==> config.mk <==
export PLATFORM = sky130hd
export DESIGN_NAME = mips_mem_arbiter
export DESIGN_NICKNAME = d
export VERILOG_FILES = /design/src/rtl/mips_mem_arbiter_pkg.sv /design/src/rtl/mips_mem_arbiter.sv
export SDC_FILE = /design/constraint.sdc
export NUM_CORES = 1
export LEC_CHECK = 0
export ABC_AREA = 1
export CAP_MARGIN = 20
export CORE_AREA = 4 4 120 122
export CTS_BUF_LIST = sky130_fd_sc_hd__clkbuf_8
export CTS_CLUSTER_SIZE = 8
export DETAILED_ROUTE_END_ITERATION = 8
export DIE_AREA = 0 0 124 126
export PLACE_DENSITY = 0.83
export SYNTH_ARGS = -nofsm -noshare
export SYNTH_HDL_FRONTEND = slang
export SYNTH_SLANG_ARGS = --single-unit
==> constraint.sdc <==
create_clock -name S_AXI_ACLK -period 1.7 [get_ports S_AXI_ACLK]
set_input_delay 0.34 -clock S_AXI_ACLK [delete_from_list [all_inputs] [get_ports S_AXI_ACLK]]
set_output_delay 0.34 -clock S_AXI_ACLK [all_outputs]
set_load 0.005 [all_outputs]
==> src/rtl/mips_mem_arbiter_pkg.sv <==
// Shared constants for the host/MIPS memory arbiter: FSM encoding,
// requester IDs and default bus widths.
package mips_mem_arbiter_pkg;

    localparam int ADDR_W_DEF = 11;
    localparam int DATA_W_DEF = 32;

    typedef logic [1:0] state_t;

    localparam state_t ST_IDLE   = 2'd0;
    localparam state_t ST_ACCESS = 2'd1;
    localparam state_t ST_RESP   = 2'd2;

    localparam logic REQ_HOST = 1'b0;
    localparam logic REQ_MIPS = 1'b1;

endpackage

==> src/rtl/mips_mem_arbiter.sv <==
// Two-requester (host / MIPS) arbiter in front of a single-port external memory
// with one-cycle read latency.
//
// state  | meaning
// IDLE   | wait for an eligible request, pick winner (round-robin on tie), latch it
// ACCESS | drive memory for one cycle, pulse winner's ack
// RESP   | read only: return memory data to winner, pulse its rvalid
module mips_mem_arbiter
    import mips_mem_arbiter_pkg::*;
#(
    parameter int ADDR_W = ADDR_W_DEF,
    parameter int DATA_W = DATA_W_DEF
) (
    input  logic              S_AXI_ACLK,
    input  logic              S_AXI_ARESETN,

    input  logic              h_req,
    input  logic              h_we,
    input  logic [ADDR_W-1:0] h_addr,
    input  logic [DATA_W-1:0] h_wdata,
    input  logic [3:0]        h_wstrb,
    output logic              h_ack,
    output logic              h_rvalid,
    output logic [DATA_W-1:0] h_rdata,

    input  logic              m_req,
    input  logic              m_we,
    input  logic [ADDR_W-1:0] m_addr,
    input  logic [DATA_W-1:0] m_wdata,
    input  logic [3:0]        m_wstrb,
    output logic              m_ack,
    output logic              m_rvalid,
    output logic [DATA_W-1:0] m_rdata,

    input  logic              mips_hold,

    output logic              mem_en,
    output logic [3:0]        mem_we,
    output logic [ADDR_W-1:0] mem_addr,
    output logic [DATA_W-1:0] mem_wdata,
    input  logic [DATA_W-1:0] mem_rdata,

    output logic [15:0]       conflict_cnt
);

    state_t            r_state;
    logic              r_grant;
    logic              r_last_grant;
    logic              r_we;
    logic [ADDR_W-1:0] r_addr;
    logic [DATA_W-1:0] r_wdata;
    logic [3:0]        r_wstrb;
    logic [DATA_W-1:0] r_h_rdata;
    logic [DATA_W-1:0] r_m_rdata;
    logic [15:0]       r_conflict_cnt;

    logic w_h_elig;
    logic w_m_elig;
    logic w_tie;
    logic w_winner;
    logic w_access;
    logic w_resp;

    assign w_h_elig = h_req;
    assign w_m_elig = m_req & ~mips_hold;
    assign w_tie    = w_h_elig & w_m_elig;
    assign w_winner = w_tie    ? ~r_last_grant :
                      w_h_elig ? REQ_HOST      : REQ_MIPS;

    always_ff @(posedge S_AXI_ACLK) begin
        if (!S_AXI_ARESETN) begin
            r_state        <= ST_IDLE;
            r_grant        <= REQ_MIPS;
            r_last_grant   <= REQ_MIPS;
            r_we           <= 1'b0;
            r_addr         <= '0;
            r_wdata        <= '0;
            r_wstrb        <= 4'b0000;
            r_h_rdata      <= '0;
            r_m_rdata      <= '0;
            r_conflict_cnt <= 16'h0000;
        end else begin
            case (r_state)
                ST_IDLE: begin
                    if (w_tie && (r_conflict_cnt != 16'hFFFF)) begin
                        r_conflict_cnt <= r_conflict_cnt + 16'd1;
                    end
                    if (w_h_elig || w_m_elig) begin
                        r_grant      <= w_winner;
                        r_last_grant <= w_winner;
                        r_we         <= (w_winner == REQ_HOST) ? h_we    : m_we;
                        r_addr       <= (w_winner == REQ_HOST) ? h_addr  : m_addr;
                        r_wdata      <= (w_winner == REQ_HOST) ? h_wdata : m_wdata;
                        r_wstrb      <= (w_winner == REQ_HOST) ? h_wstrb : m_wstrb;
                        r_state      <= ST_ACCESS;
                    end
                end
                ST_ACCESS: begin
                    r_state <= r_we ? ST_IDLE : ST_RESP;
                end
                ST_RESP: begin
                    if (r_grant == REQ_HOST) begin
                        r_h_rdata <= mem_rdata;
                    end else begin
                        r_m_rdata <= mem_rdata;
                    end
                    r_state <= ST_IDLE;
                end
                default: begin
                    r_state <= ST_IDLE;
                end
            endcase
        end
    end

    // Strobes are qualified by reset so an access caught by reset never pulses.
    assign w_access = S_AXI_ARESETN && (r_state == ST_ACCESS);
    assign w_resp   = S_AXI_ARESETN && (r_state == ST_RESP);

    assign mem_en    = w_access;
    assign mem_we    = (w_access && r_we) ? r_wstrb : 4'b0000;
    assign mem_addr  = r_addr;
    assign mem_wdata = r_wdata;

    assign h_ack    = w_access && (r_grant == REQ_HOST);
    assign m_ack    = w_access && (r_grant == REQ_MIPS);
    assign h_rvalid = w_resp && (r_grant == REQ_HOST);
    assign m_rvalid = w_resp && (r_grant == REQ_MIPS);

    // Read data is forwarded during the rvalid cycle, then held from the register.
    assign h_rdata = h_rvalid ? mem_rdata : r_h_rdata;
    assign m_rdata = m_rvalid ? mem_rdata : r_m_rdata;

    assign conflict_cnt = r_conflict_cnt;

endmodule

=== Word-level counts from Yosys, hierarchy flattened ===
Cells that the tools add are included.

* Flip-flop bits (word level): 131
* Output and inout port bits: 132
* Word-level logic and storage cells: 44

* Add/subtract/negate cells: 1
* Equal/unequal tests: 4
* Muxes and demuxes: 12
* Bitwise operators: 4
* Reductions and logical operators: 14

{| class="wikitable"
|+ Operator list
! operator !! count
|-
| two-way mux 32 bit || 3
|-
| adder 16 x 1 -> 16 bit, second input constant || 1
|-
| inequality test 16 bit, second input constant || 1
|-
| two-way mux 11 bit || 1
|-
| logical AND 1 bit || 8
|-
| two-way mux 4 bit || 2
|-
| AND reduction 2 bit || 4
|-
| two-way mux 2 bit || 2
|-
| case mux 2 bit (2 select lines) || 1
|-
| two-way mux 1 bit || 3
|-
| bitwise AND 1 bit || 2
|-
| == test 2 x 1 -> 1 bit, second input constant || 1
|-
| == test 2 bit, second input constant || 1
|-
| logical NOT 2 bit || 1
|-
| inequality test 2 bit, second input constant || 1
|-
| NOT 1 bit || 2
|-
| logical OR 1 bit || 1
|}

=== Depth between registers and ports, before layout ===
* Depth in word-level cells: 5
* Mapped depth: 10
* Gate-level depth less buffers: 10

=== Worst setup path before layout ===
OpenSTA, ideal clock, no wires.

* Kind: register to output
* From: register r_state[1]
* To: output port m_rdata[24]
* Arrival time: 1.132 ns
* Slack: 0.228 ns
* Cell stages (with the launch flop): 9
* Buffers on the path: 2
* Cells stage by stage: dfxtp_1 inv_1 nor2_1 nand2_1 nor2_1 buf_4 buf_2 nand2_1 o21ai_0

* Word-level cells in the longest chain between the ends: 4

{| class="wikitable"
|+ RTL lines
! element !! RTL line !! source
|-
| start, declared || mips_mem_arbiter.sv:46 || <nowiki>state_t r_state;</nowiki>
|-
| start signal, assigned || mips_mem_arbiter.sv:99 || <nowiki>r_state <= r_we ? ST_IDLE : ST_RESP;</nowiki>
|-
| == test 2 bit || mips_mem_arbiter.sv:118 || <nowiki>assign w_resp = S_AXI_ARESETN && (r_state == ST_RESP);</nowiki>
|-
| logical AND 1 bit || mips_mem_arbiter.sv:118 ||
|-
| logical AND 1 bit || mips_mem_arbiter.sv:128 || <nowiki>assign m_rvalid = w_resp && (r_grant == REQ_MIPS);</nowiki>
|-
| two-way mux 32 bit || mips_mem_arbiter.sv:132 || <nowiki>assign m_rdata = m_rvalid ? mem_rdata : r_m_rdata;</nowiki>
|-
| end, declared || mips_mem_arbiter.sv:33 || <nowiki>output logic [DATA_W-1:0] m_rdata,</nowiki>
|}

No other way between the ends.

=== Worst setup path in the final report ===
* From: register r_state[0]
* To: output port h_rdata[28]

* Word-level cells in the longest chain between the ends: 4

{| class="wikitable"
|+ RTL lines
! element !! RTL line !! source
|-
| == test 2 bit || mips_mem_arbiter.sv:118 ||
|-
| logical AND 1 bit || mips_mem_arbiter.sv:118 ||
|-
| logical AND 1 bit || mips_mem_arbiter.sv:127 || <nowiki>assign h_rvalid = w_resp && (r_grant == REQ_HOST);</nowiki>
|-
| two-way mux 32 bit || mips_mem_arbiter.sv:131 || <nowiki>assign h_rdata = h_rvalid ? mem_rdata : r_h_rdata;</nowiki>
|-
| end, declared || mips_mem_arbiter.sv:24 || <nowiki>output logic [DATA_W-1:0] h_rdata,</nowiki>
|}

No other way between the ends.

==> impl_metrics.json <==
{
  "cts_tree": "built",
  "die_h_um": 126,
  "drv_slew": 0,
  "met3_usage": 0.0901,
  "violations": "setup timing",
  "synthXorXnorAreaFrac": 0.00154,
  "area_growth_syn_to_layout_pct": 83.7,
  "finalClockSkew_ns": 0.0105,
  "numPortBuffers": 264,
  "fin_nets": 1272,
  "total_power_uw": 7880,
  "hold_path_class": "input port to flip-flop",
  "crit_path_end_kind": "output pin",
  "instances_no_fill": 1327,
  "insertion_delay_ns": 0.45,
  "grt_overflow": 0,
  "io_pins": 265,
  "vias_per_cell": 5.28,
  "cp.required_ns": 1.36,
  "grt_pass1_vias": 6667,
  "worst-path-max-fanout": 5,
  "finalSetupTns_ns": -32.16,
  "post-route-period-util": 1.34,
  "grt_antenna_before_repair": 0,
  "die-width_um": 124,
  "cts_buffers": 17,
  "yosys.area_share.simple": 0.207,
  "synth_seq_cells": 131,
  "grt_setup_unrepaired": "true",
  "num_rows": 42,
  "grt_util_met1": 0.274,
  "setup_viol": 73,
  "synth_seq_area_share": 0.461,
  "wl_um": 24700,
  "placed_cell_area_um2": 8670,
  "slew_headroom": 0.553,
  "initial_core_util": 0.431,
  "syn_avg_cell_area_um2": 7.03,
  "finalWorstPathRequiredPeriod_ns": 2.27,
  "clockBufferDepth": 2,
  "hold_ws_ns": 0.340,
  "via_count": 7001,
  "tightest_slew_ns": 0.670,
  "clock.fmax_mhz": 440,
  "final_layout_size_suffix_gt1_frac": 0.299,
  "r2r_slack_ns": 0.05,
  "globalplace.congestion": 0.859,
  "crit_type": "flip-flop to output pin",
  "grt_usage": 0.272,
  "drt-initial-drc-count": 353,
  "regToRegEndpoint": "mem_wdata[13]$_SDFFE_PN0P_",
  "dp.final_hpwl_um": 13700,
  "drv_cap": 0,
  "synth_top_family_by_area": "compound AO/OA/AOI/OAI gates",
  "cts.sinks": 131,
  "syn_nets": 942,
  "synth_compound_area_frac": 0.220,
  "busiest_layer": "met2",
  "syn_area_um2": 5680,
  "ir_drop_mv": 0.637,
  "ctsRootBufferMaster": "clkbuf_8",
  "arrival_ns": 1.93,
  "design_area_um2": 10400,
  "startpoint": "r_state[0]$_SDFFE_PN0P_",
  "synth_area_leaders": "dfxtp_1, o21ai_0, nand2_1",
  "leakage_uw": 0.00487,
  "r2r-start": "r_state[0]$_SDFFE_PN0P_",
  "ant_nets": 0,
  "dr.pass1.iters": 5,
  "grt_pass1_wl_um": 33300,
  "grt_util_met2": 0.485,
  "wire_per_inst_um": 18.6,
  "diodes": 0,
  "coreArea_um2": 13200,
  "synth_mux_area_frac": 0,
  "synthAdderAreaFrac": 0.00220,
  "postSynthCellCount": 808,
  "start_kind": "flip-flop",
  "p_per_area_nw_per_um2": 755,
  "netlist.area_leader.share": 0.461,
  "dp.cells": 1234,
  "yosysTopAreaCell": "dfxtp_1",
  "ctsHoldBuffers": 0,
  "crit_end": "h_rdata[28]",
  "drc_errors": 0,
  "hold_violations": 0,
  "cts_max_level": 4,
  "r2r_cells": 10,
  "die-area_um2": 15600,
  "cts.clk_slew.worst_paths_ns": 0.08,
  "grt_max_degree": 68,
  "status": "finished, violations left",
  "synth_cell_types": 25,
  "fin_ws_ns": -0.574,
  "yosysWarnings": 0
}
## report_power, final
| part | internal [µW] | switching (µW) | leakage [µW] |
|---|---|---|---|
| Sequential | 3230 | 88.1 | 0.00108 |
| Clock | 1670 | 1300 | 0.000221 |
| Combinational | 868 | 715 | 0.00357 |
| Total | 5770 | 2100 | 0.00487 |
## cell usage in the layout, fill, tap and decap left out, types with 41 or more instances in the layout
cell type / n
o21ai_0: 83
clkdlybuf4s50_1: 170
o21ai_1: 45
a31oi_1: 47
nor2_1: 41
inv_1: 98
o21ai_2: 45
nand2_1: 161
dfxtp_1: 112
buf_2: 68
## per-layer routing
layer | wire length (µm) | vias up | share of wire
met5 | 0 | - | 0
met4 | 1410 | 0 | 0.057
met3 | 2180 | 124 | 0.088
met2 | 12800 | 390 | 0.52
met1 | 8370 | 3188 | 0.34
li1 | - | 3299 | -
## cells in the mapped netlist, drive strengths merged
| library cell | n |
|---|---|
| nand3 | 22 |
| ha | 1 |
| o21ai | 177 |
| buf | 22 |
| o211ai | 1 |
| nor3 | 2 |
| clkbuf | 26 |
| nand2 | 215 |
| xor2 | 1 |
| a31oi | 48 |
| dfxtp | 131 |
| inv | 101 |
| nand4 | 1 |
| a21oi | 8 |
| nor2 | 52 |
## how the worst min path moves through the flow
stage / start / end / slack [ns] / cells past startpoint
floorplan: r_we$_SDFFE_PN0P_ / r_state[1]$_SDFFE_PN0P_ / 0.41 / 1
global placement: r_we$_SDFFE_PN0P_ / r_state[1]$_SDFFE_PN0P_ / 0.45 / 1
detailed placement: r_we$_SDFFE_PN0P_ / r_state[1]$_SDFFE_PN0P_ / 0.45 / 1
CTS: S_AXI_ARESETN / r_state[0]$_SDFFE_PN0P_ / 0.31 / 4
global route: S_AXI_ARESETN / r_state[0]$_SDFFE_PN0P_ / 0.34 / 4
finish: S_AXI_ARESETN / r_state[0]$_SDFFE_PN0P_ / 0.34 / 4
## timing repair
action,in CTS,in global routing
cloned,13,8
pin swaps,9,9
setup buffers,30,16
endpoints found under the setup margin,93,145
resized for setup,510,137
## registers in the layout (all words and copies together) (netlist names)
register      flops
mem_addr         11
r_state           2
r_last_grant      1
mem_wdata        32
r_h_rdata        32
r_wstrb           4
conflict_cnt     16
r_m_rdata        32
r_we              1
## critical path, stage by stage, from the launching register on
cell     delay [ns]
dfxtp_4        0.36
nor2_4         0.13
buf_6          0.11
nand2_4        0.05
nor2_4         0.10
buf_12         0.12
buf_12         0.10
buf_12         0.11
buf_16         0.13
nand2_4        0.05
o21ai_2        0.07
buf_2          0.16
## layout make-up
cell class | count | area (µm²)
clock buffer | 19 | 262
clock inverter | 13 | 185
timing repair buffer | 359 | 3680
tap | 176 | 220
inverter | 101 | 384
fill | 850 | 2750
sequential | 131 | 2660
multi-input combinational | 528 | 3040
## metrics by stage
step | setup slack (ns) | util
global placement | -0.345 | 0.657
global route | -0.651 | 0.791
CTS | -0.567 | 0.749
floorplan | 0.228 | -
finish | -0.574 | 0.791
detailed placement | -0.375 | 0.657
## cell families after synthesis
logic type | count (synthesis)
buf+inv | 149
xor+xnor | 1
fa+ha+maj | 1
simple gates | 292
flops | 131
compound gates | 234
Note: power is estimated with default switching activity, not from simulation.
